[src/rtl/vector_output_unpacker.sv]
// Buffers whole vectors from the CPU write-back port in a small FIFO and replays
// them one element per handshake, flagging vectors lost when the FIFO is full.
module vector_output_unpacker #(
    parameter int DATA_WIDTH  = 19,
    parameter int VECTOR_SIZE = 6,
    parameter int FIFO_DEPTH  = 4
) (
    input  logic                                  clock,
    input  logic                                  reset,
    input  logic [VECTOR_SIZE*DATA_WIDTH-1:0]     vectorIn,
    input  logic                                  vectorValid,
    output logic [DATA_WIDTH-1:0]                 elementOut,
    output logic                                  elementValid,
    input  logic                                  elementReady,
    output logic [$clog2(VECTOR_SIZE)-1:0]        elementIndex,
    output logic                                  lastElement,
    output logic [$clog2(FIFO_DEPTH+1)-1:0]       fifoCount,
    output logic                                  almostFull,
    output logic                                  overflow
);
    localparam int VEC_W = VECTOR_SIZE * DATA_WIDTH;
    localparam int IDX_W = $clog2(VECTOR_SIZE);
    localparam int PTR_W = $clog2(FIFO_DEPTH);
    localparam int CNT_W = $clog2(FIFO_DEPTH + 1);
    localparam logic [IDX_W-1:0] LAST_IDX = IDX_W'(VECTOR_SIZE - 1);
    localparam logic [CNT_W-1:0] FULL_CNT = CNT_W'(FIFO_DEPTH);
    localparam logic [CNT_W-1:0] AF_CNT   = CNT_W'(FIFO_DEPTH - 1);

    typedef enum logic [0:0] {ST_IDLE = 1'b0, ST_SEND = 1'b1} state_t;

    function automatic logic [DATA_WIDTH-1:0] elem_sel(input logic [VEC_W-1:0] vec,
                                                       input logic [IDX_W-1:0] idx);
        elem_sel = '0;
        for (int k = 0; k < VECTOR_SIZE; k++) begin
            if (idx == IDX_W'(k)) elem_sel = vec[k*DATA_WIDTH +: DATA_WIDTH];
        end
    endfunction

    state_t                 state_q, state_d;
    logic [VEC_W-1:0]       hold_q, hold_d;
    logic [IDX_W-1:0]       idx_q, idx_d;
    logic [VEC_W-1:0]       mem_q [FIFO_DEPTH];
    logic [VEC_W-1:0]       mem_d [FIFO_DEPTH];
    logic [PTR_W-1:0]       wr_ptr_q, wr_ptr_d, rd_ptr_q, rd_ptr_d;
    logic [CNT_W-1:0]       count_q, count_d;
    logic [DATA_WIDTH-1:0]  elem_q, elem_d;
    logic                   valid_q, valid_d, last_q, last_d;
    logic                   af_q, af_d, ovf_q, ovf_d;
    logic                   wr_en_s, pop_s;

    // Serializer: pop a new vector when idle or right after the last element leaves.
    always_comb begin
        state_d = state_q;
        hold_d  = hold_q;
        idx_d   = idx_q;
        pop_s   = 1'b0;
        case (state_q)
            ST_IDLE: begin
                idx_d = '0;
                if (count_q != '0) begin
                    pop_s   = 1'b1;
                    hold_d  = mem_q[rd_ptr_q];
                    state_d = ST_SEND;
                end else begin
                    state_d = ST_IDLE;
                end
            end
            ST_SEND: begin
                if (elementReady) begin
                    if (idx_q != LAST_IDX) begin
                        idx_d = idx_q + IDX_W'(1);
                    end else if (count_q != '0) begin
                        pop_s  = 1'b1;
                        hold_d = mem_q[rd_ptr_q];
                        idx_d  = '0;
                    end else begin
                        state_d = ST_IDLE;
                        idx_d   = '0;
                    end
                end else begin
                    state_d = ST_SEND;
                end
            end
            default: begin
                state_d = ST_IDLE;
                idx_d   = '0;
            end
        endcase
    end

    // FIFO storage, pointers, occupancy and sticky overflow; full check uses count_q.
    always_comb begin
        wr_en_s = vectorValid && (count_q < FULL_CNT);
        mem_d   = mem_q;
        if (wr_en_s) begin
            mem_d[wr_ptr_q] = vectorIn;
            wr_ptr_d        = wr_ptr_q + PTR_W'(1);
        end else begin
            wr_ptr_d        = wr_ptr_q;
        end
        if (pop_s) begin
            rd_ptr_d = rd_ptr_q + PTR_W'(1);
        end else begin
            rd_ptr_d = rd_ptr_q;
        end
        case ({wr_en_s, pop_s})
            2'b10:   count_d = count_q + CNT_W'(1);
            2'b01:   count_d = count_q - CNT_W'(1);
            default: count_d = count_q;
        endcase
        af_d  = (count_d >= AF_CNT);
        ovf_d = ovf_q | (vectorValid & ~wr_en_s);
    end

    // Output stage, computed from next state so every output comes from a flop.
    always_comb begin
        valid_d = (state_d == ST_SEND);
        if (valid_d) begin
            elem_d = elem_sel(hold_d, idx_d);
            last_d = (idx_d == LAST_IDX);
        end else begin
            elem_d = '0;
            last_d = 1'b0;
        end
    end

    // State registers with synchronous reset.
    always_ff @(posedge clock) begin
        if (reset) begin
            state_q  <= ST_IDLE;
            hold_q   <= '0;
            idx_q    <= '0;
            mem_q    <= '{default: '0};
            wr_ptr_q <= '0;
            rd_ptr_q <= '0;
            count_q  <= '0;
            elem_q   <= '0;
            valid_q  <= 1'b0;
            last_q   <= 1'b0;
            af_q     <= 1'b0;
            ovf_q    <= 1'b0;
        end else begin
            state_q  <= state_d;
            hold_q   <= hold_d;
            idx_q    <= idx_d;
            mem_q    <= mem_d;
            wr_ptr_q <= wr_ptr_d;
            rd_ptr_q <= rd_ptr_d;
            count_q  <= count_d;
            elem_q   <= elem_d;
            valid_q  <= valid_d;
            last_q   <= last_d;
            af_q     <= af_d;
            ovf_q    <= ovf_d;
        end
    end

    assign elementOut   = elem_q;
    assign elementValid = valid_q;
    assign elementIndex = idx_q;
    assign lastElement  = last_q;
    assign fifoCount    = count_q;
    assign almostFull   = af_q;
    assign overflow     = ovf_q;
endmodule

[config.mk]
export PLATFORM = sky130hd
export DESIGN_NAME = vector_output_unpacker
export DESIGN_NICKNAME = d
export VERILOG_FILES = /design/src/rtl/vector_output_unpacker.sv
export SDC_FILE = /design/constraint.sdc
export NUM_CORES = 1
export LEC_CHECK = 0
export CAP_MARGIN = 40
export CORE_MARGIN = 2
export CORE_UTILIZATION = 35
export DETAILED_ROUTE_END_ITERATION = 10
export HOLD_SLACK_MARGIN = 0.12
export SLEW_MARGIN = 20
export SYNTH_ARGS = -nofsm -noshare
export SYNTH_HDL_FRONTEND = slang
export SYNTH_SLANG_ARGS = --single-unit
[constraint.sdc]
create_clock -name clock -period 3.25 [get_ports clock]
set_input_delay 0.65 -clock clock [delete_from_list [all_inputs] [get_ports clock]]
set_output_delay 0.65 -clock clock [all_outputs]
set_load 0.02 [all_outputs]
## Word-level counts from Yosys, hierarchy flattened

Index checks and enable logic that the tools add are counted.

- Bits in registers: 603
- Output and inout bits: 29
- Logic and storage cells: 71

- $add $sub $neg: 5
- Magnitude comparators: 5
- Equal/unequal tests: 8
- Multiplexer cells: 27
- Bitwise gates (word level): 7
- Reductions and logical operators: 5

Operators by type and width:

| kind | count |
|---|---|
| 2-to-1 mux 114 bit | 6 |
| bitwise mux 456 bit | 1 |
| binary-select mux 114 bit (select 2 bit) | 1 |
| demux 114 bit (select 2 bit) | 1 |
| one-hot mux 114 bit (2 select lines) | 1 |
| 2-to-1 mux 19 bit | 6 |
| one-hot mux 3 bit (2 select lines) | 2 |
| adder 3 x 1 -> 3 bit (second input constant) | 2 |
| equality test 3 x 2 -> 1 bit (second input constant) | 2 |
| equality test 3 bit (second input constant) | 2 |
| >= comparator 3 bit (second input constant) | 2 |
| 2-to-1 mux 3 bit | 2 |
| inverter 2 -> 3 bit | 2 |
| 2-to-1 mux 1 bit | 5 |
| adder 2 x 1 -> 2 bit (second input constant) | 2 |
| one-hot mux 1 bit (2 select lines) | 2 |
| equality test 3 x 1 -> 1 bit (second input constant) | 1 |
| >= comparator 3 x 2 -> 1 bit (second input constant) | 1 |
| zero test 3 bit | 1 |
| less-than comparator 3 x 1 -> 1 bit (second input constant) | 1 |
| less-than comparator 3 bit (second input constant) | 1 |
| inequality test 3 bit (second input constant) | 1 |
| inverter 1 bit | 3 |
| nonzero test 3 bit | 1 |
| 7 further kinds | 8 |

## Depth between registers and ports, before layout

- Depth after elaboration: 14
- Mapped depth: 13
- Gate-level depth less buffers: 9

## Least setup slack after synthesis

OpenSTA, ideal clock, no wires.

- Path kind: input to register
- Start point: input port elementReady
- End point: register af_q, in the netlist almostFull
- Library setup time: 0.123 ns
- Arrival time: 2.815 ns
- Required time: 3.127 ns
- Slack: 0.311 ns
- Stages on the path: 12
- Path buffers: 3
- Cells stage by stage: and4b_4 -> o21ai_4 -> inv_4 -> buf_6 -> buf_2 -> buf_2 -> ha_1 -> fa_1 -> xnor2_1 -> o21ai_0 -> a21oi_1 -> or2_2

- Word-level cells in the longest chain between the ends: 5
- Elaborated cells on any way between the ends: 6
- Classes of those cells: order compare (1); eq/ne (2); mux (3)

Ends and longest elaborated chain:

| what | RTL line | source |
|---|---|---|
| start: declaration | 14 | `input logic elementReady,` |
| 2-to-1 mux 1 bit (*) | 69 | `if (elementReady) begin` |
| one-hot mux 1 bit (2 select lines) (*) | 57 | `case (state_q)` |
| equality test 2 x 1 -> 1 bit / equality test 2 bit (equally long branches) | 106 | `case ({wr_en_s, pop_s})` |
| one-hot mux 3 bit (2 select lines) (*) | 106 |  |
| >= comparator 3 x 2 -> 1 bit (*) | 111 | `af_d = (count_d >= AF_CNT);` |
| end signal: assignment | 140 | `af_q <= 1'b0;` |
| end signal: assignment | 153 | `af_q <= af_d;` |
| end: declaration | 48 | `logic af_q, af_d, ovf_q, ovf_d;` |

Mark *: on every way between the ends. The rest lies on a longest branch, timed or not.
A chain may end at the register's enable or synchronous reset.

## Worst setup path after layout

- Start point: register idx_q[2], in the netlist elementIndex[2]
- End point: output port elementIndex[2]

RTL lines:

| what | RTL line | source |
|---|---|---|
| start: declaration | 41 | `logic [IDX_W-1:0] idx_q, idx_d;` |
| start signal: assignment | 145 | `idx_q <= idx_d;` |
| end: declaration | 15 | `output logic [$clog2(VECTOR_SIZE)-1:0] elementIndex,` |

No word-level cell between the ends.

==> reports/qor.json <==
{
  "status": "finished, final reports clean",
  "yosysSeqAreaShare_pct": 49.15,
  "setup_viol_count_final": 0,
  "vdd_drop_max_mv": 0.4468,
  "finalClockSkew_ns": 0.02547,
  "yosysWarnings": 0,
  "critPathRequiredTime_ns": 2.60,
  "syn-num-nets": 2885,
  "comb_power_share_pct": 26.1,
  "chipHeight_um": 268.9,
  "clockBufferDepth": 3,
  "ctsHoldBuffers": 0,
  "critPathMaxFanout": 13,
  "area_growth_syn_to_layout_pct": 18.67,
  "worstPathCellList": "clkdlybuf4s50_1",
  "worst-slew-pin-transition_ns": 0.8403,
  "layout.cell_area.non_filler_mm2": 0.02915,
  "top_level_ports": 147,
  "maximum_number_of_pins_on_one_net_before_global_route_repair": 147,
  "htree_num_levels": 3,
  "cell_area_placed_mm2": 0.02704,
  "period_minus_slack_ns": 2.590,
  "synthesis.area_per_instance_um2": 8.896,
  "synth_most_common_cell": "sky130_fd_sc_hd__nand2_1",
  "drt-total-wl_mm": 74.47,
  "average_routed_wire_per_standard_cell_um": 19.60,
  "power_report.internal_total_w": 0.01465,
  "initial_core_util_pct": 35.19,
  "power_switching_share_pct": 31.72,
  "timing.critical_path.arrival_ns": 1.94,
  "worst-r2r-setup-slack_ns": 0.78,
  "r2r.worst_path.cells": 8,
  "wire_length_of_the_first_global_routing_pass_mm": 113.0,
  "timing.fmax_mhz": 386.1,
  "start_kind": "register",
  "seq_power_share_pct": 39.6,
  "synth_common_cells": "sky130_fd_sc_hd__nand2_1 (994), sky130_fd_sc_hd__dfxtp_1 (603), sky130_fd_sc_hd__a21oi_1 (503)",
  "drv.max_cap_violation_count": 0,
  "vias_per_cell": 5.128,
  "synth_cells": 2761,
  "postRouteAntennaNets": 0,
  "syn_area_mm2": 0.02456,
  "finalCoreUtilization_pct": 41.76,
  "cellLeakagePower_nw": 9.953,
  "post_route_cells_drive_above_1_share_pct": 12.73,
  "critPathSlowestCell": "sky130_fd_sc_hd__clkdlybuf4s50_1",
  "drc": 0,
  "synth_top_flop_cell": "sky130_fd_sc_hd__dfxtp_1",
  "timing.hold.worst.start": "reset",
  "synth_cell_type_count": 61,
  "vias": 19490,
  "grt_pass1_vias": 17980,
  "totalNegativeSetupSlack_ns": 0,
  "slew_violations": 0,
  "cp_top_family": "buffers and inverters",
  "hold_end": "mem_q[58]$_SDFFE_PP0P_",
  "final_nets": 2937,
  "dr.pass1.iters": 7,
  "worst_slew_margin_rel_pct": 43.98,
  "floorplan.die.width_um": 268.9,
  "synth-async-reset-ratio_pct": 0,
  "grt_antenna_before_repair": 0,
  "regToRegEndpoint": "elementOut[16]$_SDFF_PP0_",
  "synth_enable_flop_cells": 0,
  "whs_path_depth": 2,
  "yosys_register_bits": 603,
  "final.period_utilization_pct": 79.68,
  "cp.depth": 1,
  "yosys.area.top_type": "sky130_fd_sc_hd__dfxtp_1",
  "final-hold-violation-count": 0,
  "clkTransAtPathRegs_ns": 0.06,
  "port_buffers": 146,
  "hold_path.class": "in -> reg",
  "postCtsSetupRepairBufs": 0,
  "grt_remaining_overflow": 0,
  "rsz0062_at_grt": "no",
  "tritoncts_clock_tree": "built",
  "synth_top_area_share_pct": 49.15,
  "cts_num_sinks": 603,
  "crit_buf_inv": 1,
  "dr.first_iter.drc_count": 1627,
  "synth.area.top_cells": "sky130_fd_sc_hd__dfxtp_1 (49%), sky130_fd_sc_hd__nand2_1 (15%), sky130_fd_sc_hd__mux4_2 (10%)",
  "ctsRootBufferMaster": "sky130_fd_sc_hd__clkbuf_16",
  "regToRegStartpoint": "elementIndex[2]$_SDFF_PP0_",
  "post_cts_resize_count": 0,
  "switchingPower_w": 0.006806,
  "endpoint_kind": "primary output",
  "detailed_place_hpwl_mm": 48.01,
  "worstSetupPathType": "reg -> out",
  "die-area_mm2": 0.07231,
  "power.share.clock_pct": 34.3,
  "clock_insertion_delay_at_the_later_pin_of_the_skew_report_ns": 0.61,
  "fp-row-count": 97,
  "cp_slowest_stage_delay_ns": 0.77,
  "gp_routability_congestion": 0.8272,
  "tritoncts.num_buffers": 66,
  "grt_util_all_layers_pct": 20.38,
  "floorplan.core_area_mm2": 0.06979,
  "pwr_density_cell_mw_per_mm2": 736.2
}
[final cells by class]
class	count	area (µm²)
antenna	1	2.502
clock buffer	97	1918
clock inverter	17	182.7
fill	6829	40640
inverter	12	47.55
multi-input combinational	1925	11500
sequential	603	12080
tap	940	1176
timing repair buffer	205	2235
[metal layers]
metal,vias to the layer above,routed length (µm),share of wire (%),global-route usage [%]
met1,9455,34390,46,29.33
met3,93,3859,5.2,2.667
met2,527,35040,47,32.65
met4,0,1182,1.6,4.294
li1,9410,-,-,-
met5,-,0,0,0
[stage by stage]
stage / setup slack, ns / hold WS (ns) / cells / total power (W)
after floorplan: 0.3112 / 0.4325 / 2761 / 0.01236
after global placement: 0.2874 / 0.4380 / 3685 / 0.01423
after detailed placement: 0.2566 / 0.4431 / 3685 / 0.01427
after CTS: 0.6495 / 0.3575 / 3799 / 0.02160
after global routing: 0.5743 / 0.3929 / 3799 / 0.02234
final: 0.6602 / 0.3783 / 3800 / 0.02146
[cells in the final DEF (no fill, tap or decap), types with 3 or more instances in the layout]
master,synthesis,routed
sky130_fd_sc_hd__nand2_1,994,990
sky130_fd_sc_hd__dfxtp_1,603,601
sky130_fd_sc_hd__a21oi_1,503,503
sky130_fd_sc_hd__clkdlybuf4s50_1,0,145
sky130_fd_sc_hd__mux4_2,114,114
sky130_fd_sc_hd__nor2b_1,67,67
sky130_fd_sc_hd__clkbuf_16,0,66
sky130_fd_sc_hd__mux2_2,50,50
sky130_fd_sc_hd__nor2_1,38,38
sky130_fd_sc_hd__buf_4,7,33
sky130_fd_sc_hd__buf_12,0,26
sky130_fd_sc_hd__clkbuf_1,141,16
sky130_fd_sc_hd__clkbuf_8,0,15
sky130_fd_sc_hd__mux2i_1,14,14
sky130_fd_sc_hd__and3b_1,14,14
sky130_fd_sc_hd__mux2_1,13,13
sky130_fd_sc_hd__inv_1,10,10
sky130_fd_sc_hd__a22oi_1,9,9
sky130_fd_sc_hd__o41ai_2,9,9
sky130_fd_sc_hd__a221oi_2,8,8
sky130_fd_sc_hd__clkinv_2,0,7
sky130_fd_sc_hd__a221oi_1,6,6
sky130_fd_sc_hd__a22oi_2,6,6
sky130_fd_sc_hd__nand3_1,5,5
sky130_fd_sc_hd__o221ai_1,5,5
sky130_fd_sc_hd__ha_1,5,5
sky130_fd_sc_hd__inv_6,0,5
sky130_fd_sc_hd__and2_4,0,4
sky130_fd_sc_hd__nand2_4,0,4
sky130_fd_sc_hd__o41ai_1,4,4
sky130_fd_sc_hd__nand2b_1,3,3
sky130_fd_sc_hd__xor2_1,3,3
sky130_fd_sc_hd__xnor2_1,3,3
sky130_fd_sc_hd__a41o_1,3,3
sky130_fd_sc_hd__o21ai_1,3,3
sky130_fd_sc_hd__o21ai_0,3,3
sky130_fd_sc_hd__o22ai_1,3,3
[power by group through the flow]
| stage | registers, W | clock network (W) | logic, W |
|---|---|---|---|
| 2_1_floorplan | 0.00850 | 0 | 0.00386 |
| 3_3_place_gp | 0.00865 | 0 | 0.00558 |
| 3_5_place_dp | 0.00865 | 0 | 0.00562 |
| 4_1_cts | 0.00850 | 0.00747 | 0.00564 |
| 5_1_grt | 0.00857 | 0.00776 | 0.00600 |
| 6_report | 0.00850 | 0.00737 | 0.00559 |
[logic make-up after synthesis]
kind of cell / Yosys count / share of synthesized area, %
DFF: 603 / 49.15
adders and majority gates: 8 / 0.4177
buffers and inverters: 233 / 4.172
xor gates and xnor gates: 6 / 0.2140
muxes: 191 / 13.91
and+or+nand+nor: 1143 / 18.85
AOI/OAI and AO/OA: 577 / 13.29
[how the worst max path moves through the flow]
stage | start | end | slack (ns)
2_1_floorplan | elementReady | almostFull$_SDFF_PP0_ | 0.31
3_3_place_gp | elementReady | elementOut[15]$_SDFF_PP0_ | 0.29
3_5_place_dp | elementReady | elementOut[16]$_SDFF_PP0_ | 0.26
4_1_cts | elementIndex[2]$_SDFF_PP0_ | elementIndex[2] | 0.65
5_1_grt | elementIndex[2]$_SDFF_PP0_ | elementIndex[2] | 0.57
6_report | elementIndex[2]$_SDFF_PP0_ | elementIndex[2] | 0.66
[sequential cells by signal, indices dropped and copies added (netlist names)]
signal	cells
hold_q	114
fifoCount	3
almostFull	1
lastElement	1
elementOut	19
elementIndex	3
elementValid	1
overflow	1
wr_ptr_q	2
rd_ptr_q	2
mem_q	456
Power figures use the tool's default switching activity.
